### src/rtl/excp_commit.sv
// Commit-point controller: exception/interrupt priority, CSR read-modify-write,
// CSR exception bus and flush sequencing. Optional counters under EXCP_STATS_EN.
`ifndef CSR_BUS_WD
`define CSR_BUS_WD 82
`endif

module excp_commit #(
    parameter int unsigned EENTRY_UNUSED = 0,
    parameter int unsigned FLUSH_MIN     = 1
) (
    input  logic                   clk,
    input  logic                   rst,
    input  logic                   cmt_valid,
    output logic                   cmt_ready,
    input  logic [31:0]            cmt_pc,
    input  logic [4:0]             cmt_excp,
    input  logic [31:0]            cmt_badv,
    input  logic                   cmt_is_ertn,
    input  logic [1:0]             cmt_csr_op,
    input  logic [13:0]            cmt_csr_addr,
    input  logic [31:0]            cmt_rd_val,
    input  logic [31:0]            cmt_rj_val,
    output logic [13:0]            csr_raddr,
    input  logic [31:0]            csr_rdata,
    input  logic                   have_intrpt,
    output logic                   csr_wen,
    output logic [13:0]            csr_waddr,
    output logic [31:0]            csr_wdata,
    output logic [`CSR_BUS_WD-1:0] csr_bus,
    output logic                   flush_req,
    input  logic                   flush_ack
`ifdef EXCP_STATS_EN
    ,
    output logic [31:0]            stat_excp_cnt,
    output logic [31:0]            stat_ertn_cnt
`endif
);

    localparam int unsigned CNT_W   = 4;
    localparam logic [CNT_W-1:0] FLUSH_MIN_C = CNT_W'(FLUSH_MIN);

    localparam logic [5:0] ECODE_INT  = 6'h00;
    localparam logic [5:0] ECODE_ADEF = 6'h08;
    localparam logic [5:0] ECODE_ALE  = 6'h09;
    localparam logic [5:0] ECODE_SYS  = 6'h0B;
    localparam logic [5:0] ECODE_BRK  = 6'h0C;
    localparam logic [5:0] ECODE_INE  = 6'h0D;

    localparam logic [1:0] OP_CSRWR   = 2'b10;
    localparam logic [1:0] OP_CSRXCHG = 2'b11;

    typedef struct packed {
        logic        is_etrn;
        logic        in_excp;
        logic [5:0]  ecode;
        logic [8:0]  subecode;
        logic [31:0] era;
        logic        use_badv;
        logic [31:0] badv;
    } csr_bus_t;

    typedef enum logic [1:0] {
        IDLE  = 2'd0,
        CSRW  = 2'd1,
        FLUSH = 2'd2
    } state_t;

    // The entry PC is owned by the CSR file; a non-zero value is a build error.
    if (EENTRY_UNUSED != 0) begin : g_eentry_check
        $error("excp_commit: EENTRY_UNUSED must be 0");
    end

    state_t           state;
    csr_bus_t         bus_q;
    logic [CNT_W-1:0] flush_cnt;

    logic             accept_c;
    logic             excp_take_c;
    logic [5:0]       excp_code_c;
    logic             excp_use_badv_c;
    logic [31:0]      excp_badv_c;
    logic             csr_write_c;
    logic [31:0]      csr_wdata_c;

    assign csr_raddr = cmt_csr_addr;
    assign csr_bus   = `CSR_BUS_WD'(bus_q);
    assign accept_c  = cmt_valid & cmt_ready;

    // Priority resolution: interrupt first, then ADEF, INE, SYS, BRK, ALE.
    always_comb begin
        excp_take_c     = 1'b1;
        excp_code_c     = 6'h00;
        excp_use_badv_c = 1'b0;
        excp_badv_c     = 32'h0;
        if (have_intrpt) begin
            excp_code_c = ECODE_INT;
        end else if (cmt_excp[4]) begin
            excp_code_c     = ECODE_ADEF;
            excp_use_badv_c = 1'b1;
            excp_badv_c     = cmt_pc;
        end else if (cmt_excp[3]) begin
            excp_code_c = ECODE_INE;
        end else if (cmt_excp[2]) begin
            excp_code_c = ECODE_SYS;
        end else if (cmt_excp[1]) begin
            excp_code_c = ECODE_BRK;
        end else if (cmt_excp[0]) begin
            excp_code_c     = ECODE_ALE;
            excp_use_badv_c = 1'b1;
            excp_badv_c     = cmt_badv;
        end else begin
            excp_take_c = 1'b0;
        end
    end

    // csrxchg merges rd into the current CSR value under the rj mask.
    always_comb begin
        csr_write_c = (cmt_csr_op == OP_CSRWR) || (cmt_csr_op == OP_CSRXCHG);
        csr_wdata_c = cmt_rd_val;
        if (cmt_csr_op == OP_CSRXCHG) begin
            csr_wdata_c = (cmt_rd_val & cmt_rj_val) | (csr_rdata & ~cmt_rj_val);
        end
    end

    always_ff @(posedge clk) begin
        if (rst) begin
            state     <= IDLE;
            cmt_ready <= 1'b0;
            csr_wen   <= 1'b0;
            csr_waddr <= 14'h0;
            csr_wdata <= 32'h0;
            bus_q     <= '0;
            flush_req <= 1'b0;
            flush_cnt <= '0;
        end else begin
            csr_wen <= 1'b0;
            bus_q   <= '0;
            case (state)
                IDLE: begin
                    cmt_ready <= 1'b1;
                    if (accept_c) begin
                        if (excp_take_c) begin
                            bus_q.in_excp  <= 1'b1;
                            bus_q.ecode    <= excp_code_c;
                            bus_q.era      <= cmt_pc;
                            bus_q.use_badv <= excp_use_badv_c;
                            bus_q.badv     <= excp_badv_c;
                            state          <= FLUSH;
                            cmt_ready      <= 1'b0;
                            flush_req      <= 1'b1;
                            flush_cnt      <= CNT_W'(1);
                        end else if (cmt_is_ertn) begin
                            bus_q.is_etrn <= 1'b1;
                            state         <= FLUSH;
                            cmt_ready     <= 1'b0;
                            flush_req     <= 1'b1;
                            flush_cnt     <= CNT_W'(1);
                        end else if (csr_write_c) begin
                            csr_wen   <= 1'b1;
                            csr_waddr <= cmt_csr_addr;
                            csr_wdata <= csr_wdata_c;
                            state     <= CSRW;
                            cmt_ready <= 1'b0;
                        end
                    end
                end
                CSRW: begin
                    state     <= IDLE;
                    cmt_ready <= 1'b1;
                end
                FLUSH: begin
                    // Hold for FLUSH_MIN cycles, then until the frontend acknowledges.
                    if ((flush_cnt >= FLUSH_MIN_C) && flush_ack) begin
                        state     <= IDLE;
                        flush_req <= 1'b0;
                        cmt_ready <= 1'b1;
                    end else if (flush_cnt < FLUSH_MIN_C) begin
                        flush_cnt <= flush_cnt + CNT_W'(1);
                    end
                end
                default: begin
                    state     <= IDLE;
                    flush_req <= 1'b0;
                    cmt_ready <= 1'b0;
                end
            endcase
        end
    end

`ifdef EXCP_STATS_EN
    // Counters advance on the same edge that raises the corresponding pulse.
    always_ff @(posedge clk) begin
        if (rst) begin
            stat_excp_cnt <= 32'h0;
            stat_ertn_cnt <= 32'h0;
        end else if ((state == IDLE) && accept_c) begin
            if (excp_take_c) begin
                stat_excp_cnt <= stat_excp_cnt + 32'h1;
            end else if (cmt_is_ertn) begin
                stat_ertn_cnt <= stat_ertn_cnt + 32'h1;
            end
        end
    end
`endif

endmodule

### config.mk
export PLATFORM = sky130hd
export DESIGN_NAME = excp_commit
export DESIGN_NICKNAME = d
export VERILOG_FILES = /design/src/rtl/excp_commit.sv
export SDC_FILE = /design/constraint.sdc
export NUM_CORES = 1
export LEC_CHECK = 0
export BUFFER_PORTS_ARGS = -buffer_cell sky130_fd_sc_hd__buf_2
export CAP_MARGIN = 25
export CORE_AREA = 2 2 129 131
export DETAILED_ROUTE_END_ITERATION = 6
export DIE_AREA = 0 0 131 133
export GPL_ROUTABILITY_DRIVEN = 0
export GPL_TIMING_DRIVEN = 0
export PLACE_DENSITY = 0.67
export SYNTH_ARGS = -nofsm -noshare
export SYNTH_HDL_FRONTEND = slang
export SYNTH_SLANG_ARGS = --single-unit
### constraint.sdc
create_clock -name clk -period 3.2 [get_ports clk]
set_input_delay 0.16 -clock clk [delete_from_list [all_inputs] [get_ports clk]]
set_output_delay 0.16 -clock clk [all_outputs]
set_load 0.03 [all_outputs]
Word level (Yosys, flattened, before mapping)

Index checks and enable logic that the tools add are counted.

Register bits after elaboration: 137
Output and inout bits: 145
Logic and storage cells: 104

Add/subtract/negate cells: 1
Order comparisons: 2
Equal/unequal tests: 10
Multiplexer cells: 48
Bitwise gates (word level): 10
Reductions and logical operators: 16

Operators with widths:

| operator                                             | count |
|---|---|
| two-way mux 32 bit                                   | 6 |
| bitwise AND 32 bit                                   | 2 |
| two-way mux 4 bit                                    | 11 |
| NOT 32 bit                                           | 1 |
| OR 32 bit                                            | 1 |
| two-way mux 1 bit                                    | 21 |
| two-way mux 2 bit                                    | 5 |
| AND reduction 5 bit                                  | 2 |
| OR reduction 5 bit                                   | 2 |
| OR reduction 9 bit                                   | 1 |
| inequality test 2 bit (second input constant)        | 4 |
| case mux 4 bit (2 select lines)                      | 1 |
| OR reduction 4 bit                                   | 2 |
| two-way mux 7 bit                                    | 1 |
| OR reduction 7 bit                                   | 1 |
| equality test 2 bit (second input constant)          | 3 |
| case mux 1 bit (3 select lines)                      | 2 |
| OR reduction 6 bit                                   | 1 |
| NOT 1 bit                                            | 5 |
| adder 4 x 1 -> 4 bit (second input constant)         | 1 |
| >= comparator 4 x 1 -> 1 bit (second input constant) | 1 |
| < comparator 4 x 1 -> 1 bit (second input constant)  | 1 |
| inequality test 4 bit (second input constant)        | 1 |
| case mux 2 bit (2 select lines)                      | 1 |
| other kinds (10)                                     | 10 |

Longest topological paths before layout

Gate-level depths: netlist of run 1.

Word-level depth: 9
Gate-level depth with buffers: 9

Worst setup path after synthesis of run 1

Ideal clock, no wire load.

Path type: register -> register
From: reg state[0]
To: reg csr_waddr[10]
Library setup time: 70 ps
Data arrival time: 1950 ps
Setup slack: 1179 ps
Cell stages (with the launch flop): 10
Path buffers: 3
Clock period less this slack: 2021 ps
Path through: dfxtp_1 -> inv_1 -> ha_1 -> buf_2 -> or4b_1 -> nor3b_4 -> buf_4 -> buf_2 -> nand2_1 -> a21oi_1

Word-level cells in the longest chain between the ends: 2

RTL lines:

| element                              | RTL line | RTL |
|---|---|---|
| start, declared                      | 73       | `state_t state;` |
| start signal, assigned               | 127      | `state <= IDLE;` |
| start signal, assigned               | 148      | `state <= FLUSH;` |
| start signal, assigned               | 154      | `state <= FLUSH;` |
| logical NOT 2 bit                    | 138      | `case (state)` |
| AND reduction 5 bit (no source line) | n/a      |  |
| end signal, assigned                 | 160      | `csr_waddr <= cmt_csr_addr;` |
| end, declared                        | 27       | `output logic [13:0] csr_waddr,` |

No other way between the ends.
A chain may end at the register's enable or synchronous reset.

Worst setup path after layout of run 1

From: in cmt_excp[3]
To: reg bus_q, in the netlist csr_bus[1]

Word-level cells in the longest chain between the ends: 5

RTL lines:

| element                             | RTL line | RTL |
|---|---|---|
| start, declared                     | 16       | `input logic [4:0] cmt_excp,` |
| two-way mux 1 bit                   | 101      | `end else if (cmt_excp[3]) begin` |
| two-way mux 1 bit                   | 97       | `end else if (cmt_excp[4]) begin` |
| two-way mux 1 bit                   | 95       | `if (have_intrpt) begin` |
| NOT 1 bit (no source line)          | n/a      |  |
| OR reduction 5 bit (no source line) | n/a      |  |
| end, declared                       | 74       | `csr_bus_t bus_q;` |

Several ways; a longest one is shown, not always the timed one.

==> run summary, run 1 <==
The number of remaining DRC errors was 0; the final hold violation count was 0. The via count came out at 5,747. STA classifies the critical path endpoint as a flip-flop. The number of antenna violations at the first check in global routing was 3.

Buffers inserted during clock tree synthesis total 17. The flow ran to the end, and the final reports show no timing, DRC or antenna violations. Setup violations remaining at the end of the flow were counted as 0.

The run gives 0 as the quantity of gates resized following cts. For this design the static power due to leakage is 3.985 nW. Max-cap violations in this run came to 0. The tools report the global-route usage over all layers as 21.07%. The logs give 6862 um^2 for the area of placed instances and 3550 ps for the required time of the critical path. The floorplan step defined a die boundary enclosing 17,420 um^2. Clock-pin slew was measured on the worst setup and hold paths at 60 ps. Sequential cells were found to cover 50.99% of the synthesized design area. For the CTS H-tree depth, the log shows 4. For the number of global-route vias before repair, the log shows 5,741.

After routing the design area is 8424 um^2. Across all register-to-register paths, the minimum setup slack is 740 ps. The tools report the headroom to the max-slew limit as 50.21%. The logs give 2 for the maximum clock insertion buffer count and 0.3748 GHz for the highest clock frequency the design can meet. In the final routed layout, each cell accounts on average for 15.04 um. The gate count of the mapped netlist was 571; the starting DRC count in detailed routing was 239. In this run, synthesis produced a sequential element count of 126. The iteration count of the initial detailed-routing pass came out at 4. TritonCTS built the clock tree. Dividing the final minimum period by the clock period gives 83.37%. The count of buffers added on input and output ports is 320.

The first-pass GRT wire length came out at 28,390 um. The clock network latency to the later pin of the worst-skew pair was 410 ps. The initial cell density of the core came out at 30.59%.

The run gives 47 as the number of rows created at floorplan. The area growth from synthesis to layout works out to 70.28%. Setup repair after global routing left no endpoint under its margin. Summing all multi-input logic gate instances after layout gives 2068 um^2. The worst setup path is of the input pin to flip-flop kind. For this run, the number of Yosys warnings is 0.

Pin placement for this block handled 332 I/O pins. The tools report the maximum number of pins on one net before global-route repair as 17. Fill cells in the final layout number 1,459. The run gives 3020 ps as the arrival time of data at the critical path endpoint. The die is 131 um wide. The sum of net half-perimeters after detailed placement is 13,210 um.

The measured slew at the worst slew-check pin was 740.0 ps; the final worst clock skew was 10.42 ps. Summing every instance area after synthesis gives 4947 um^2. The final period demand of the worst path was 2668 ps; the wire length reported by the detailed router was 18,770 um. The die is 133 um tall.

The kind of start point of the critical path is an input pin. IR analysis of the VDD net gives a maximum drop of 0.3399 mV. Dividing the detail-routed via count by the number of cells gives 4.605. Dividing the synthesized area by the synthesized cell count gives 8.664 um^2.

The total overflow left after global routing is 0. The total area inside the core boundary comes to 16,170 um^2. After routing, the total negative slack on setup checks comes to 0 ps. In this run the post-CTS setup repair buffer count came out at 0. The number of distinct library cells after synthesis is 39. Hold-fix buffer count after cts: 92. The final count of pins violating max slew was 0.

Dividing total power by cell area gives a power density of 548.6 nW/um^2. The count of antenna-violating nets left after detailed routing was 0. Summing all flip-flop and latch instances after layout gives 2522 um^2. The largest fanout on the critical path came out at 10. The final layout contains 1,206 nets. For this design, the sink count on the clock tree is 126. In the final layout, the share of cells above drive strength 1 is 37.95%. The cell sitting at the root of the clock tree is a sky130_fd_sc_hd__clkbuf_16.

The worst hold-check path type was input pin to flip-flop.
==> where the power goes <==
part / switching, W / internal, W / total [W]
registers: 0.0000364 / 0.00164 / 0.00168
logic: 0.000492 / 0.000370 / 0.000862
clock network: 0.000763 / 0.00132 / 0.00208
total: 0.00129 / 0.00333 / 0.00462
==> final timing paths <==
| check | startpoint | endpoint | depth (start not counted) |
|---|---|---|---|
| setup / recovery | cmt_excp[3] | csr_bus[1]$_SDFF_PP0_ | 9 |
| hold / removal | cmt_badv[16] | csr_bus[16]$_SDFF_PP0_ | 3 |
| setup reg to reg | state[1]$_SDFFE_PP0P_ | csr_waddr[11]$_SDFFE_PP0P_ | 9 |
| hold reg to reg | csr_waddr[4]$_SDFFE_PP0P_ | csr_waddr[4]$_SDFFE_PP0P_ | 2 |
==> cell families (layout without fill, tap and decap cells) <==
| logic type | after synthesis | in the layout | synth area share, % |
|---|---|---|---|
| AO/OA/AOI/OAI | 133 | 133 | 18.46 |
| flip-flops | 126 | 126 | 50.99 |
| AND/OR/NAND/NOR | 228 | 228 | 20.74 |
| adder cells (fa/ha/maj) | 7 | 7 | 1.770 |
| other | 1 | 14 | 0.07580 |
| buffers and inverters | 76 | 520 | 7.967 |
==> cells in the final DEF (no fill, tap or decap), drive strengths merged, types with 2 or more instances in the layout <==
cell           n
a2111oi        2
a211oi         2
a21o           2
a21oi         18
a22oi         32
a311oi        33
a31oi          3
and2          33
and3           2
buf          355
bufinv         4
clkbuf        45
clkinv         4
conb          11
dfxtp        126
diode          3
dlygate4sd3   92
ha             7
inv           19
nand2         66
nand3          3
nor2         104
nor3           5
nor4           2
nor4b          3
o21ai         36
or4            2
==> metrics by stage <==
step                std cells  hold WS (ps)  utilization [%]  power, W  worst slack [ps]
floorplan                 581         238.5                -  0.002180              1179
global placement         1121         377.3            42.43  0.002466             705.6
detailed placement       1121         379.3            42.43  0.002472             692.8
CTS                      1245        0.4473            52.05  0.004654             595.2
global route             1246         1.239            52.06  0.004836             373.4
finish                   1248         13.26            52.09  0.004621             532.2
==> cell usage after synthesis (all sizes together) <==
cell     count  area [um^2]
nor3b        1        18.77
a211oi       2        15.01
o21bai       1        7.510
a221oi       1        8.760
nor2       104        390.4
nand2b       1        6.260
nor4b        3        26.28
conb         1        3.750
a311oi      33        289.0
a22oi       32        240.2
a31oi        3        18.77
a22o         1        8.760
a21oi       18        90.09
nand2       66        247.7
clkbuf      27        101.4
nand4b       1        8.760
nand4        1        6.260
or4          2        15.01
a221o        1        10.01
inv         14        52.55
and2        33        206.5
or3b         1        8.760
nor4bb       1        10.01
nand3        3        15.01
ha           7        87.58
dfxtp      126         2522
o2111ai      1        8.760
o21ai       36        183.9
buf         35        240.2
nor2b        1        6.260
nor3         5        25.02
and3         2        12.51
or4b         1        10.01
nor4         2        12.51
a2111oi      2        17.52
a21o         2        15.01
==> flip-flops by register name, indices dropped and copies added, names as in the netlist <==
| register | cells |
|---|---|
| cmt_ready | 1 |
| csr_waddr | 14 |
| csr_bus | 71 |
| state | 2 |
| flush_cnt | 4 |
| flush_req | 1 |
| csr_wdata | 32 |
| csr_wen | 1 |
==> critical path, cell delays in order <==
cell and delay [ps]:
sky130_fd_sc_hd__dlygate4sd3_1 530, sky130_fd_sc_hd__buf_2 150, sky130_fd_sc_hd__nor4_1 670, sky130_fd_sc_hd__and2_0 220, sky130_fd_sc_hd__clkbuf_1 240, sky130_fd_sc_hd__buf_2 290, sky130_fd_sc_hd__a22oi_1 90, sky130_fd_sc_hd__dlygate4sd3_1 590
sky130_fd_sc_hd__nor2_1 80
==> area by class of cell <==
| cell class | instances | share of cell area [%] |
|---|---|---|
| Inverter | 14 | 0.6238 |
| Antenna cell | 3 | 0.08911 |
| Multi-Input combinational cell | 379 | 24.55 |
| Clock buffer | 18 | 5.094 |
| Timing Repair Buffer | 412 | 29.94 |
| Tap cell | 220 | 3.267 |
| Clock inverter | 14 | 2.436 |
| Sequential cell | 126 | 29.94 |
| Buffer | 62 | 4.055 |
==> layer usage <==
layer	routed length [um]	share of wire (%)	vias to the layer above	GRT usage (%)
met3	1507	8.0	52	6.429
met1	7270	39	2583	21.90
met4	591	3.1	0	10.52
met5	0	0	-	0
li1	-	-	2818	-
met2	9398	50	294	37.74
(Power assumes the default switching activity.)
==> inputs of run 2 (changes only) <==
==> config.mk (replaced) <==
export PLATFORM = sky130hd
export DESIGN_NAME = excp_commit
export DESIGN_NICKNAME = d
export VERILOG_FILES = /design/src/rtl/excp_commit.sv
export SDC_FILE = /design/constraint.sdc
export NUM_CORES = 1
export LEC_CHECK = 0
export ABC_AREA = 1
export BUFFER_PORTS_ARGS = -buffer_cell sky130_fd_sc_hd__buf_2
export CAP_MARGIN = 25
export CORE_AREA = 2 2 127 129
export DETAILED_ROUTE_END_ITERATION = 6
export DIE_AREA = 0 0 129 131
export GPL_ROUTABILITY_DRIVEN = 0
export GPL_TIMING_DRIVEN = 0
export PLACE_DENSITY = 0.74
export SYNTH_ARGS = -nofsm -noshare
export SYNTH_HDL_FRONTEND = slang
export SYNTH_SLANG_ARGS = --single-unit
==> constraint.sdc (replaced) <==
create_clock -name clk -period 2.5 [get_ports clk]
set_input_delay 0.125 -clock clk [delete_from_list [all_inputs] [get_ports clk]]
set_output_delay 0.125 -clock clk [all_outputs]
set_load 0.03 [all_outputs]
==> run 2 against run 1 <==
  * Register-to-register slack worse by 540 ps
  * Clock power is 25% higher
  * Die area is 3.0% lower
  * Sequential power is 28% higher
  * Utilization is 5.2 points higher
  * Critical path depth is 1 lower
  * Power is 27% higher
  * Final cell count is 18% higher
  * Synthesized area is 14% higher
  * First-iteration DRC count is 1.3% higher
  * Synthesized cell count is 43% higher
  * Count of clock-buffer cells in the layout stayed put
  * Critical path type is now flip-flop to flip-flop
  * Largest cell class unchanged
  * Largest power group unchanged
  * Highest routed layer unchanged
==> run summary, run 2 <==
The logs give 693.8 ps (+0.9900 ps) for the worst setup slack before clock tree synthesis and 15,600 um^2 (-3.6%) for the standard cell core area. Number of synthesized register bits: 126 (unchanged). Count of antenna-violating nets left after detailed routing: 0 (unchanged). The number of flip-flops under the largest register name came out at 71 (unchanged). The number of rows created at floorplan came out at 46 (-2.1%).

The via-per-instance ratio was 4.297 (-6.7%); the arrival time of data at the critical path endpoint was 2650 ps (-370 ps). For the net load switching power, the log shows 0.001641 W (+27%). Via count: 6,313 (+9.8%).

The fraction of post-synthesis cell area in the top cell type by area came out at 44.56% (-6.4 points). The post-CTS setup repair buffer count is 0 (unchanged), and the count of synthesis-stage warnings from yosys is 0 (unchanged). Number of cells on the worst reg-to-reg path: 8 (-1).

The iteration count of the initial detailed-routing pass came out at 7 (+3). The flow ran to the end, and the final reports show no timing, DRC or antenna violations. The worst min-delay path endpoint is csr_bus[14]$_SDFF_PP0_. The CTS H-tree depth is 4 (unchanged), and the area of all placed cells without fillers is 8941 um^2 (+6.1%). The logs give 7565 um^2 (+10%) for the area of placed instances and 0 (-3) for the number of antenna violations at the first check in global routing. The tightest min-delay check is of the input pin to flip-flop type.

The wire length reported by the detailed router was 18,510 um (-1.4%); the number of setup violations in the final report was 0 (unchanged). The tools report the kind of start point of the critical path as a flip-flop. Sorting the synthesized cells by area gives the leading types as sky130_fd_sc_hd__dfxtp_1, sky130_fd_sc_hd__inv_1, sky130_fd_sc_hd__nand2_1. The die boundary width is 129 um (-1.5%), and the average detailed-routed wire length per instance is 12.60 um (-16%). The final hold violation count came out at 0 (unchanged). For the number of global-route vias before repair, the log shows 5,927 (+3.2%). For the post-route core utilization, the log shows 57.32% (+5.2 points). The worst voltage drop across the vdd grid was 0.4381 mV (+29%); the number of distinct library cells after synthesis was 25 (-36%). The final count of pins violating max slew came out at 0 (unchanged). The measured slew at the worst slew-check pin was 548.1 ps (-191.9 ps).

The start point of the worst hold path was cmt_badv[14]. The clock network latency to the later pin of the worst-skew pair is 410 ps (about the same), and the headroom to the max-slew limit is 63.46% (+13 points). The tools report the global-route usage over all layers as 21.14% (+0.066 points).

The sum of net half-perimeters after detailed placement was 13,250 um (+0.31%). The async set-or-reset flop fraction in the synthesized netlist works out to 0% (unchanged). Walking the worst path, the cells encountered are inv_1 > ha_1 > nand2_1 > nor3_2 > nand2_2 > buf_2 > a21oi_1 > dlygate4sd3_1. The setup slack of the most critical reg-to-reg path is 200 ps (-540 ps), and the area growth from synthesis to layout is 57.96%. The logs give 44.56% (-6.4 points) for the sequential fraction of the synthesis area and 2850 ps (-700 ps) for the required time of the critical path. The logs give 0 (-3) for the number of diodes added for antenna fixing and 0 (unchanged) for the max-capacitance violation count. The switching part of the total power works out to 27.90% (-0.032 points). The worst register-to-register path ends at csr_bus[6]$_SDFF_PP0_.

The number of flops mapped to enable cells by yosys works out to 0 (unchanged). Number of nets in the finished design: 1,435 (+19%). The number of clock buffers inserted by TritonCTS was 17 (unchanged); the final worst setup slack was 203.9 ps (-328.3 ps). The kind of end point of the critical path is a flip-flop. In this design, the largest share of critical-path delay is due to buffers and inverters.

The clock sink total was 126 (unchanged); the initial cell density of the core was 36.29% (+5.7 points). Part of the total power dissipated in combinational logic: 19.1% (+0.5 points). The library cell occupying the most area in the post-synthesis netlist is sky130_fd_sc_hd__dfxtp_1.

The largest fanout on the critical path works out to 10 (unchanged). The clock root buffer master is sky130_fd_sc_hd__clkbuf_16. The mean cell area of the mapped netlist was 6.920 um^2 (-20%); the die height was 131 um (-1.5%). The delay of the slowest cell on the worst path is 550 ps (-120 ps).

After synthesis, the most frequently instantiated cells are sky130_fd_sc_hd__inv_1, sky130_fd_sc_hd__nand2_1, sky130_fd_sc_hd__dfxtp_1. Setup repair after global routing left no endpoint under its margin. TritonCTS built the clock tree. For the maximum clock insertion buffer count, the log shows 2 (unchanged). In the layout the commonest cells are sky130_fd_sc_hd__buf_2, sky130_fd_sc_hd__inv_1, sky130_fd_sc_hd__nand2_1, sky130_fd_sc_hd__dfxtp_1, sky130_fd_sc_hd__nor2_1. The die outline area is 16,900 um^2 (-3.0%), and the number of port buffers is 319 (-0.31%). The part of the total power dissipated in sequential elements came out at 36.5% (+0.2 points). The commonest non-fill, non-tap cell in the layout is sky130_fd_sc_hd__buf_2.

The worst path uses 91.84% of the clock period. The share of post-route cells with drive strength above 1 works out to 34.40% (-3.6 points). Quantity of gates resized following cts: 0 (unchanged).

The I/O pin total came out at 332 (unchanged). The critical path buffer and inverter count works out to 3 (-2). The tools report the origin of the critical flop-to-flop path as state[0]$_SDFFE_PP0P_. The total grt overflow is 0 (unchanged), and the final worst clock skew is 7.772 ps (-2.649 ps).

The count of cells along the worst hold path is 3 (unchanged), and the setup TNS is 0 ps (unchanged). The CTS clock-pin slew for the worst setup and hold paths was 60 ps (about the same). The final period demand of the worst path works out to 2296 ps. The tools report the internal power as 0.004241 W (+27%). The power density over cell area was 657.9 nW/um^2 (+20%); the clock group share of total power was 44.4% (-0.7 points).

The dominant synthesized flop cell was sky130_fd_sc_hd__dfxtp_1. The number of remaining DRC errors is 0 (unchanged), and the first-pass GRT wire length is 28,040 um (-1.2%). The setup path with the least slack is of type flip-flop to flip-flop. By instance count, the leading cell after synthesis is sky130_fd_sc_hd__inv_1.

The tools report the static power due to leakage as 4.956 nW (+24%). The post-route total power is 0.005882 W (+27%). For this design, the slowest cell found on the critical path is sky130_fd_sc_hd__dlygate4sd3_1. The starting DRC count in detailed routing was 242 (+1.3%); the highest clock frequency the design can meet was 0.4355 GHz. The maximum number of pins on one net before global-route repair is 17 (unchanged), and the gate count of the mapped netlist is 818 (+43%). Number of fillers in the final layout: 1,381 (-5.3%). Netlist area before placement: 5660 um^2 (+14%).
[run 2: cell count changes after synthesis, sizes merged, moves of 5 or more]
cell / before / now
nor2: 104 / 117
buf: 35 / 40
a21oi: 18 / 36
o21ai: 36 / 68
or2: 0 / 32
nand4: 1 / 6
clkbuf: 27 / 20
a22oi: 32 / 0
a311oi: 33 / 0
nand2: 66 / 148
inv: 14 / 169
nand3: 3 / 38
and2: 33 / 0
[run 2: worst max path at each step]
stage / startpoint / endpoint / slack, ps / cells after the start
finish: state[0]$_SDFFE_PP0P_ / csr_bus[6]$_SDFF_PP0_ / 200 / 8
detailed placement: state[0]$_SDFFE_PP0P_ / csr_bus[31]$_SDFF_PP0_ / 690 / 7
CTS: state[0]$_SDFFE_PP0P_ / csr_bus[6]$_SDFF_PP0_ / 190 / 8
global placement: state[0]$_SDFFE_PP0P_ / csr_bus[24]$_SDFF_PP0_ / 760 / 7
floorplan: cmt_ready$_SDFFE_PP0P_ / csr_wdata[10]$_SDFFE_PP0P_ / 1010 / 9
global route: state[0]$_SDFFE_PP0P_ / csr_bus[6]$_SDFF_PP0_ / 60 / 8
[run 2: area by class of cell]
class                   count  area, um^2  area share (%)
plain buffers              60       381.6           4.268
clock buffers              18       439.2           4.912
clock inverters            13       186.4           2.085
inverters                 170       638.1           7.137
multi-input cells         472        2156           24.11
flip-flops and latches    126        2522           28.21
well taps                 216       270.3           3.023
repair buffers            394        2347           26.25
[run 2: worst min-delay path, stage by stage]
cell and delay, ps:
sky130_fd_sc_hd__buf_2 100, sky130_fd_sc_hd__nand3_1 80, sky130_fd_sc_hd__a21oi_1 70
[run 2: timing repair]
item | CTS | global route
hold buffers | 75 | 0
setup endpoints to repair | 0 | 0
hold endpoints to repair | 82 | 0
[run 2: kinds of logic (layout without fill, tap and decap cells)]
group / count (synthesis) / in the layout / share of synthesized area (%)
AOI/OAI and AO/OA: 105 / 105 / 9.328
and+or+nand+nor: 349 / 349 / 26.48
other: 1 / 11 / 0.06625
adders and majority gates: 7 / 7 / 1.547
buffers and inverters: 230 / 655 / 18.02
DFF: 126 / 126 / 44.56
[run 2: metrics by stage]
step	hold WS, ps	cells
2_1_floorplan	197.4	828
4_1_cts	2.069	1469
3_3_place_gp	352.5	1363
5_1_grt	7.127	1469
6_report	15.82	1469
3_5_place_dp	355.6	1363
[run 2: routing by layer]
metal  up-vias  share of wire [%]  global-route usage (%)
li1       3246                  -                       -
met1      2716                 38                   22.33
met2       306                 52                   40.52
met3        45                7.1                   4.397
met4         0                3.3                   9.143
met5         -                  0                       0
[run 2: power groups by stage]
stage | clock network, W | logic, W | registers, W
after global placement | 0 | 0.00100 | 0.00219
after floorplan | 0 | 0.000514 | 0.00233
after detailed placement | 0 | 0.00102 | 0.00219
after CTS | 0.00266 | 0.00111 | 0.00215
final | 0.00261 | 0.00112 | 0.00215
after global routing | 0.00275 | 0.00125 | 0.00216
